File: config.mk
export PLATFORM = sky130hd
export DESIGN_NAME = toggle_decoder_flat
export DESIGN_NICKNAME = d
export VERILOG_FILES = /design/src/rtl/toggle_decoder_pkg.sv /design/src/rtl/toggle_decoder_if.sv /design/src/rtl/toggle_decoder_bit_sync.sv /design/src/rtl/toggle_decoder.sv /design/src/flat_wrapper.sv
export SDC_FILE = /design/constraint.sdc
export NUM_CORES = 1
export LEC_CHECK = 0
export BUFFER_PORTS_ARGS = -buffer_cell sky130_fd_sc_hd__buf_2
export CAP_MARGIN = 15
export CORE_AREA = 2 2 39 41
export CTS_CLUSTER_DIAMETER = 30
export DETAILED_ROUTE_END_ITERATION = 7
export DIE_AREA = 0 0 41 43
export GPL_TIMING_DRIVEN = 0
export MAX_ROUTING_LAYER = met4
export PLACE_DENSITY_LB_ADDON = 0.12
export SLEW_MARGIN = 20
export SYNTH_ARGS = -nofsm -noshare
export SYNTH_HDL_FRONTEND = slang
export SYNTH_SLANG_ARGS = --single-unit
File: constraint.sdc
create_clock -name clk -period 1.57 [get_ports clk]
set_input_delay 0.157 -clock clk [delete_from_list [all_inputs] [get_ports clk]]
set_output_delay 0.157 -clock clk [all_outputs]
set_load 0.05 [all_outputs]
File: src/rtl/toggle_decoder_pkg.sv
//------------------------------------------------------------------------------
// Module  : toggle_dec_pkg
// Brief   : Shared types and helpers for the toggle-line decoder.
// Revision: 1.0 - initial release
//------------------------------------------------------------------------------
`default_nettype none

package toggle_dec_pkg;

  // Glitch-filter FSM encoding
  localparam int STATE_W = 1;

  typedef enum logic [STATE_W-1:0] {
    ST_STABLE  = 1'b0,
    ST_CONFIRM = 1'b1
  } state_t;

  // Mismatch counter width: must hold values up to FILT_CYC-1 with headroom
  function automatic int fcnt_width(input int filt_cyc);
    return $clog2(filt_cyc) + 1;
  endfunction

endpackage

`default_nettype wire

File: src/rtl/toggle_decoder_if.sv
//------------------------------------------------------------------------------
// Module  : toggle_decoder_if
// Brief   : Event-line and result bundle between a toggle-line source/consumer
//           (master) and the decoder (slave).
// Revision: 1.0 - initial release
//------------------------------------------------------------------------------
`default_nettype none

interface toggle_decoder_if #(
  parameter int CNT_W = 8
);
  logic             t_in;
  logic             clr;
  logic             pulse;
  logic             level;
  logic [CNT_W-1:0] count;
  logic             ovf;

  modport master (
    output t_in,
    output clr,
    input  pulse,
    input  level,
    input  count,
    input  ovf
  );

  modport slave (
    input  t_in,
    input  clr,
    output pulse,
    output level,
    output count,
    output ovf
  );
endinterface

`default_nettype wire

File: src/rtl/toggle_decoder_bit_sync.sv
//------------------------------------------------------------------------------
// Module  : bit_sync
// Brief   : Single-bit multi-flop synchronizer, async active-high reset to 0.
// Revision: 1.0 - initial release
//------------------------------------------------------------------------------
`default_nettype none

module bit_sync #(
  parameter int STAGES = 2
) (
  input  logic clk,
  input  logic reset,
  input  logic d,
  output logic q
);

  logic [STAGES-1:0] chain;

  // Shift the asynchronous input through the flop chain
  always_ff @(posedge clk or posedge reset) begin
    if (reset) chain <= '0;
    else       chain <= {chain[STAGES-2:0], d};
  end

  assign q = chain[STAGES-1];

endmodule

`default_nettype wire

File: src/rtl/toggle_decoder.sv
//------------------------------------------------------------------------------
// Module  : toggle_decoder
// Brief   : Turns each flip of a toggle-encoded event line into a 1-cycle
//           pulse. Synchronizes the line, rejects short excursions with a
//           confirm FSM and tracks the accepted level.
//           Optional saturating event counter enabled by TOGGLE_DEC_CNT_EN.
// Revision: 1.0 - initial release
//------------------------------------------------------------------------------
`default_nettype none

module toggle_decoder
  import toggle_dec_pkg::*;
#(
  parameter int SYNC_STAGES = 2,
  parameter int FILT_CYC    = 2,
  parameter int CNT_W       = 8
) (
  input  logic                 clk,
  input  logic                 reset,
  toggle_decoder_if.slave      bus
);

  localparam int               FCNT_W    = fcnt_width(FILT_CYC);
  localparam logic [FCNT_W-1:0] FCNT_LAST = FCNT_W'(FILT_CYC - 1);

  logic              s;
  state_t            state;
  state_t            state_nxt;
  logic [FCNT_W-1:0] fcnt;
  logic [FCNT_W-1:0] fcnt_nxt;
  logic              commit;
  logic              level_r;
  logic              pulse_r;

  bit_sync #(
    .STAGES (SYNC_STAGES)
  ) u_sync (
    .clk   (clk),
    .reset (reset),
    .d     (bus.t_in),
    .q     (s)
  );

  // FSM and mismatch counter registers
  always_ff @(posedge clk or posedge reset) begin
    if (reset) begin
      state <= ST_STABLE;
      fcnt  <= '0;
    end else begin
      state <= state_nxt;
      fcnt  <= fcnt_nxt;
    end
  end

  // Confirm a new level only after it holds for FILT_CYC synchronized cycles
  always_comb begin
    state_nxt = state;
    fcnt_nxt  = fcnt;
    commit    = 1'b0;
    case (state)
      ST_STABLE: begin
        if (s != level_r) begin
          if (FILT_CYC == 1) begin
            commit = 1'b1;
          end else begin
            state_nxt = ST_CONFIRM;
            fcnt_nxt  = FCNT_W'(1);
          end
        end
      end
      ST_CONFIRM: begin
        if (s == level_r) begin
          state_nxt = ST_STABLE;
          fcnt_nxt  = '0;
        end else if (fcnt == FCNT_LAST) begin
          commit    = 1'b1;
          state_nxt = ST_STABLE;
          fcnt_nxt  = '0;
        end else begin
          fcnt_nxt  = fcnt + FCNT_W'(1);
        end
      end
      default: begin
        state_nxt = ST_STABLE;
        fcnt_nxt  = '0;
      end
    endcase
  end

  // Accepted level flips and a single-cycle pulse is issued on each commit
  always_ff @(posedge clk or posedge reset) begin
    if (reset) begin
      level_r <= 1'b0;
      pulse_r <= 1'b0;
    end else begin
      pulse_r <= commit;
      if (commit) level_r <= ~level_r;
    end
  end

  assign bus.pulse = pulse_r;
  assign bus.level = level_r;

`ifdef TOGGLE_DEC_CNT_EN
  logic [CNT_W-1:0] count_r;
  logic             ovf_r;

  // Saturating event counter; clr wins but a coincident event is still counted
  always_ff @(posedge clk or posedge reset) begin
    if (reset) begin
      count_r <= '0;
      ovf_r   <= 1'b0;
    end else if (bus.clr) begin
      count_r <= commit ? CNT_W'(1) : '0;
      ovf_r   <= 1'b0;
    end else if (commit) begin
      if (&count_r) ovf_r   <= 1'b1;
      else          count_r <= count_r + CNT_W'(1);
    end
  end

  assign bus.count = count_r;
  assign bus.ovf   = ovf_r;
`else
  logic unused_clr;

  assign unused_clr = bus.clr;
  assign bus.count  = '0;
  assign bus.ovf    = 1'b0;
`endif

endmodule

`default_nettype wire

File: src/flat_wrapper.sv
// flat-port wrapper written by rule: the top's interface ports become plain ports
module toggle_decoder_flat import toggle_dec_pkg::*;
#(
  parameter int SYNC_STAGES = 2,
  parameter int FILT_CYC    = 2,
  parameter int CNT_W       = 8
)
  (clk, reset, bus_t_in, bus_clr, bus_pulse, bus_level, bus_count, bus_ovf);
  toggle_decoder_if #(.CNT_W(CNT_W)) bus_i ();
  input  logic clk;
  input  logic reset;
  input wire logic [$bits(bus_i.t_in)-1:0] bus_t_in;
  input wire logic [$bits(bus_i.clr)-1:0] bus_clr;
  output wire logic [$bits(bus_i.pulse)-1:0] bus_pulse;
  output wire logic [$bits(bus_i.level)-1:0] bus_level;
  output wire logic [$bits(bus_i.count)-1:0] bus_count;
  output wire logic [$bits(bus_i.ovf)-1:0] bus_ovf;
  assign bus_i.t_in = bus_t_in;
  assign bus_i.clr = bus_clr;
  assign bus_pulse = bus_i.pulse;
  assign bus_level = bus_i.level;
  assign bus_count = bus_i.count;
  assign bus_ovf = bus_i.ovf;
  toggle_decoder #(.SYNC_STAGES(SYNC_STAGES), .FILT_CYC(FILT_CYC), .CNT_W(CNT_W)) u_core (.clk(clk), .reset(reset), .bus(bus_i));
endmodule
After elaboration in Yosys (flattened, before gate mapping)
Cells that the tools add are included.
{ "word_totals": {"ff_bits": 7, "output_inout_bits": 11, "elab_cells": 23} }
{ "op_classes": {"add_sub_neg": 1, "eq_ne": 4, "muxes": 11, "bitwise": 2} }
{ "op_table": {"columns": ["operator", "count"], "rows": [
  ["$mux W1", 6],
  ["$mux W2", 3],
  ["$pmux W2 S2", 1],
  ["$add A2 B1 Y2 const B", 1],
  ["$eq A2 B1 Y1 const B", 1],
  ["$ne A2 B1 Y1 const B", 1],
  ["$not A1 Y1", 2],
  ["$pmux W1 S2", 1],
  ["$eq A1 B1 Y1", 1],
  ["$ne A1 B1 Y1", 1]
]} }

Longest topological paths before layout
{ "logic_depth": {"depth_word": 4, "mapped_depth": 2} }

Hierarchy
Synthesis repeated with hierarchy kept, for this count alone.
{ "unflattened": {"hier_cells": 28, "hier_area_um2": 349.1} }
{ "modules_own_cells": {"columns": ["module", "instances", "cells_each", "area_each_um2", "seq_area_each_um2"], "rows": [
  ["toggle_decoder", 1, 25, 295.3, 125.1],
  ["bit_sync", 1, 3, 53.8, 50.0]
]} }

Least setup slack after synthesis
OpenSTA, ideal clock, no wires.
{ "synth_timing": {"path_type": "reg2reg", "start": "register u_core.level_r, in the netlist u_core.bus.level", "end": "register u_core.fcnt[1]", "setup_ns": 0.079, "t_arrival_ns": 1.058, "setup_slack_ns": 0.433, "stages_incl_launch_ff": 3, "path_buffers": 0, "period_less_slack_ns": 1.137, "cell_sequence": "dfrtp_1 > xnor2_2 > mux2i_1"} }
{ "synth_via": {"elab_chain_cells": 3, "elab_cells_between_ends": 5, "cone_classes": "3 x eq/ne; 2 x mux"} }
{ "synth_lines": {"columns": ["item", "line", "text"], "rows": [
  ["from (decl)", "toggle_decoder.sv:32", "logic level_r;"],
  ["from (signal assigned)", "toggle_decoder.sv:97", "if (commit) level_r <= ~level_r;"],
  ["$eq A1 B1 Y1", "toggle_decoder.sv:72", "if (s == level_r) begin"],
  ["$mux W2", "toggle_decoder.sv:72", null],
  ["$pmux W2 S2", "toggle_decoder.sv:60", "case (state)"],
  ["to (signal assigned)", "toggle_decoder.sv:51", "fcnt <= fcnt_nxt;"],
  ["to (decl)", "toggle_decoder.sv:29", "logic [FCNT_W-1:0] fcnt;"]
]} }
Parallel ways exist; a longest one is shown, timed or not.
A chain may end at the register's enable or synchronous reset.

Worst setup path after layout
{ "layout_timing": {"start": "register u_core.level_r, in the netlist u_core.bus.level", "end": "output port bus_level"} }
{ "layout_lines": {"columns": ["item", "line", "text"], "rows": [
  ["to (decl)", "flat_wrapper.sv:15", "output wire logic [$bits(bus_i.level)-1:0] bus_level;"]
]} }
No word-level cell between the ends.

==> flow_summary.toml <==
[outcome]
status = "finished, final reports clean"

[hold_path]
hold_class = "in2reg"
hold_path_depth = 1

[clocking]
clk_path_buf_depth = 2
postCtsSetupRepairBufs = 0
root_buffer = "clkbuf_4"
htreeDepth = 1
cts_sinks = 7
clock_latency_ns = 0.25
clkTransAtPathRegs_ns = 0.05
hold_buffers = 1
numCtsBuffers = 3
cts_tree = "yes"
cts_resized = 0

[global_routing]
grt_pass1_vias = 196
grt.total_usage_pct = 7.804
grt_max_degree = 8
grt_pass1_wl_um = 862
grt_overflow = 0
antenna_found_initial = 0

[critical_path]
crit_required_ns = 1.41
r2r_cells = 2
endpoint_kind = "output port"
path_class = "reg2out"
path_delay_family = "flip-flops"
slowest_stage = "dfrtp_1"
start_kind = "flop"
critical_path_buf_inv_count = 1
cp_max_fo = 3
path_cells = "buf_2"
cpPeakStageDelay_ns = 0.40
arrival_ns = 0.93
path_depth = 1

[sta]
fin_crit_sh_pct = 69.47
worst_slack_ns = 0.4793
finalMaxSlewViolations = 0
tns_ns = 0
period_needed_ns = 1.091
finClkSkew_ns = 0.004184
hold_viol = 0
rsz0062_at_grt = "false"
max_freq_mhz = 916.8
hold_slack_ns = 0.01437
setup_viol = 0

[logic_synthesis]
ys_ff_latch = 7
synth_area_um2 = 345.3
ys_seq_area_share_pct = 50.72
synth-main-ff-cell = "dfrtp_1"
syn_area_per_cell_um2 = 12.79
synth_edf_count = 0
synthTopCellsByArea = "dfrtp_1 (51%), buf_4 (20%), mux2i_1 (5.8%)"
synthTopCellsByCount = "buf_4 (9), dfrtp_1 (7), mux2i_1 (2)"
synth_warnings = 0
yosysTopAreaCell = "dfrtp_1"
synth_cell_type_count = 12
async_flop_share_pct = 100.0
yosysTopAreaCellShare_pct = 50.72
synth_cells = 27
synth_most_common_cell = "buf_4"

[detailed_routing]
ant_nets = 0
drtIter0Drc = 0
routed_wirelength_um = 486
routed_via_density = 3.117
vias = 187
drc = 0
drt-pass1-iter-count = 1
drt-wirelength-per-cell_um = 8.100

[die]
rows = 14
dieArea_mm2 = 0.001763
start_util_pct = 24.95
die_w_um = 41
num_io_pins = 15
die_y_um = 43
core-area_mm2 = 0.001384

[power]
p_leak_nw = 0.2559
power.density_mw_per_mm2 = 1694
irDropWorstVdd_v = 0.0007175

[placement]
portBuffers = 4
place.gp.congestion = 0.5555
pre_cts_ws_ns = 0.6040

[cells_and_area]
drive_above_1_share_pct = 43.18
antenna_cells = 0
syn2layout_area_growth_pct = 30.80
final_nets = 49

[job]
drv_cap = 0
==> final timing paths <==
kind | startpoint | to | slack [ns]
min in group asynchronous | reset | u_core.fcnt[0]$_DFFE_PP0P_ | 0.38
max in group asynchronous | reset | u_core.state$_DFF_PP0_ | 0.98
min reg2reg | u_core.u_sync.chain[0]$_DFF_PP0_ | u_core.u_sync.chain[1]$_DFF_PP0_ | 0.35
min | bus_t_in | u_core.u_sync.chain[0]$_DFF_PP0_ | 0.01
max | u_core.bus.level$_DFFE_PP0P_ | bus_level | 0.48
max reg2reg | u_core.fcnt[1]$_DFFE_PP0P_ | u_core.bus.level$_DFFE_PP0P_ | 0.59
==> logic make-up after synthesis <==
family | share of synthesized area (%)
buffers and inverters | 20.65
flip-flops | 50.73
AND/OR/NAND/NOR | 12.68
multiplexers | 10.14
XOR/XNOR | 4.711
other | 1.086
==> report_power, final <==
group / internal [mW] / switching [mW]
Combinational: 0.123 / 0.196
Clock: 0.0967 / 0.0614
Sequential: 0.233 / 0.0558
Total: 0.452 / 0.313
==> sequential cells by signal (all words and copies together), names as in the netlist <==
register / cells
u_core.bus.level: 1
u_core.bus.pulse: 1
u_core.u_sync.chain: 2
u_core.fcnt: 2
u_core.state: 1
==> layer usage <==
metal  wire length, um  vias to the layer above  track usage (%)  part of all wire, %
met4                 0                        0            6.000                    0
li1                  -                      103                -                    -
met5                 0                        -                -                    0
met2               238                        3            9.063                   49
met3                21                        0            3.141                  4.3
met1               226                       81            10.33                   47
==> cells in the final DEF, fill, tap and decap left out <==
cell and instances:
buf_4 9, conb_1 9, dfrtp_1 7, buf_2 4, clkbuf_4 3, mux2i_1 2, xnor2_2 1, nand3b_1 1
nand2b_1 1, nand3b_4 1, nor2b_1 1, nor2_1 1, inv_1 1, mux2_4 1, clkbuf_1 1, dlygate4sd3_1 1
==> through the flow <==
stage	cell area, um^2	power, mW	util (%)	instances
4_1_cts	451.7	0.7751	32.64	60
6_report	451.7	0.7652	32.64	60
2_1_floorplan	375.4	0.5534	-	35
5_1_grt	451.7	0.8097	32.64	60
3_5_place_dp	415.4	0.6029	30.02	55
3_3_place_gp	415.4	0.5985	30.02	55
==> final cells by class <==
class	instances	area, um^2
multi-input combinational	18	128.9
clock buffer	4	26.28
buffer	9	67.56
timing repair buffer	5	30.03
sequential	7	175.2
tap	16	20.02
fill	145	932.1
inverter	1	3.754
Power figures use the tool's default switching activity.
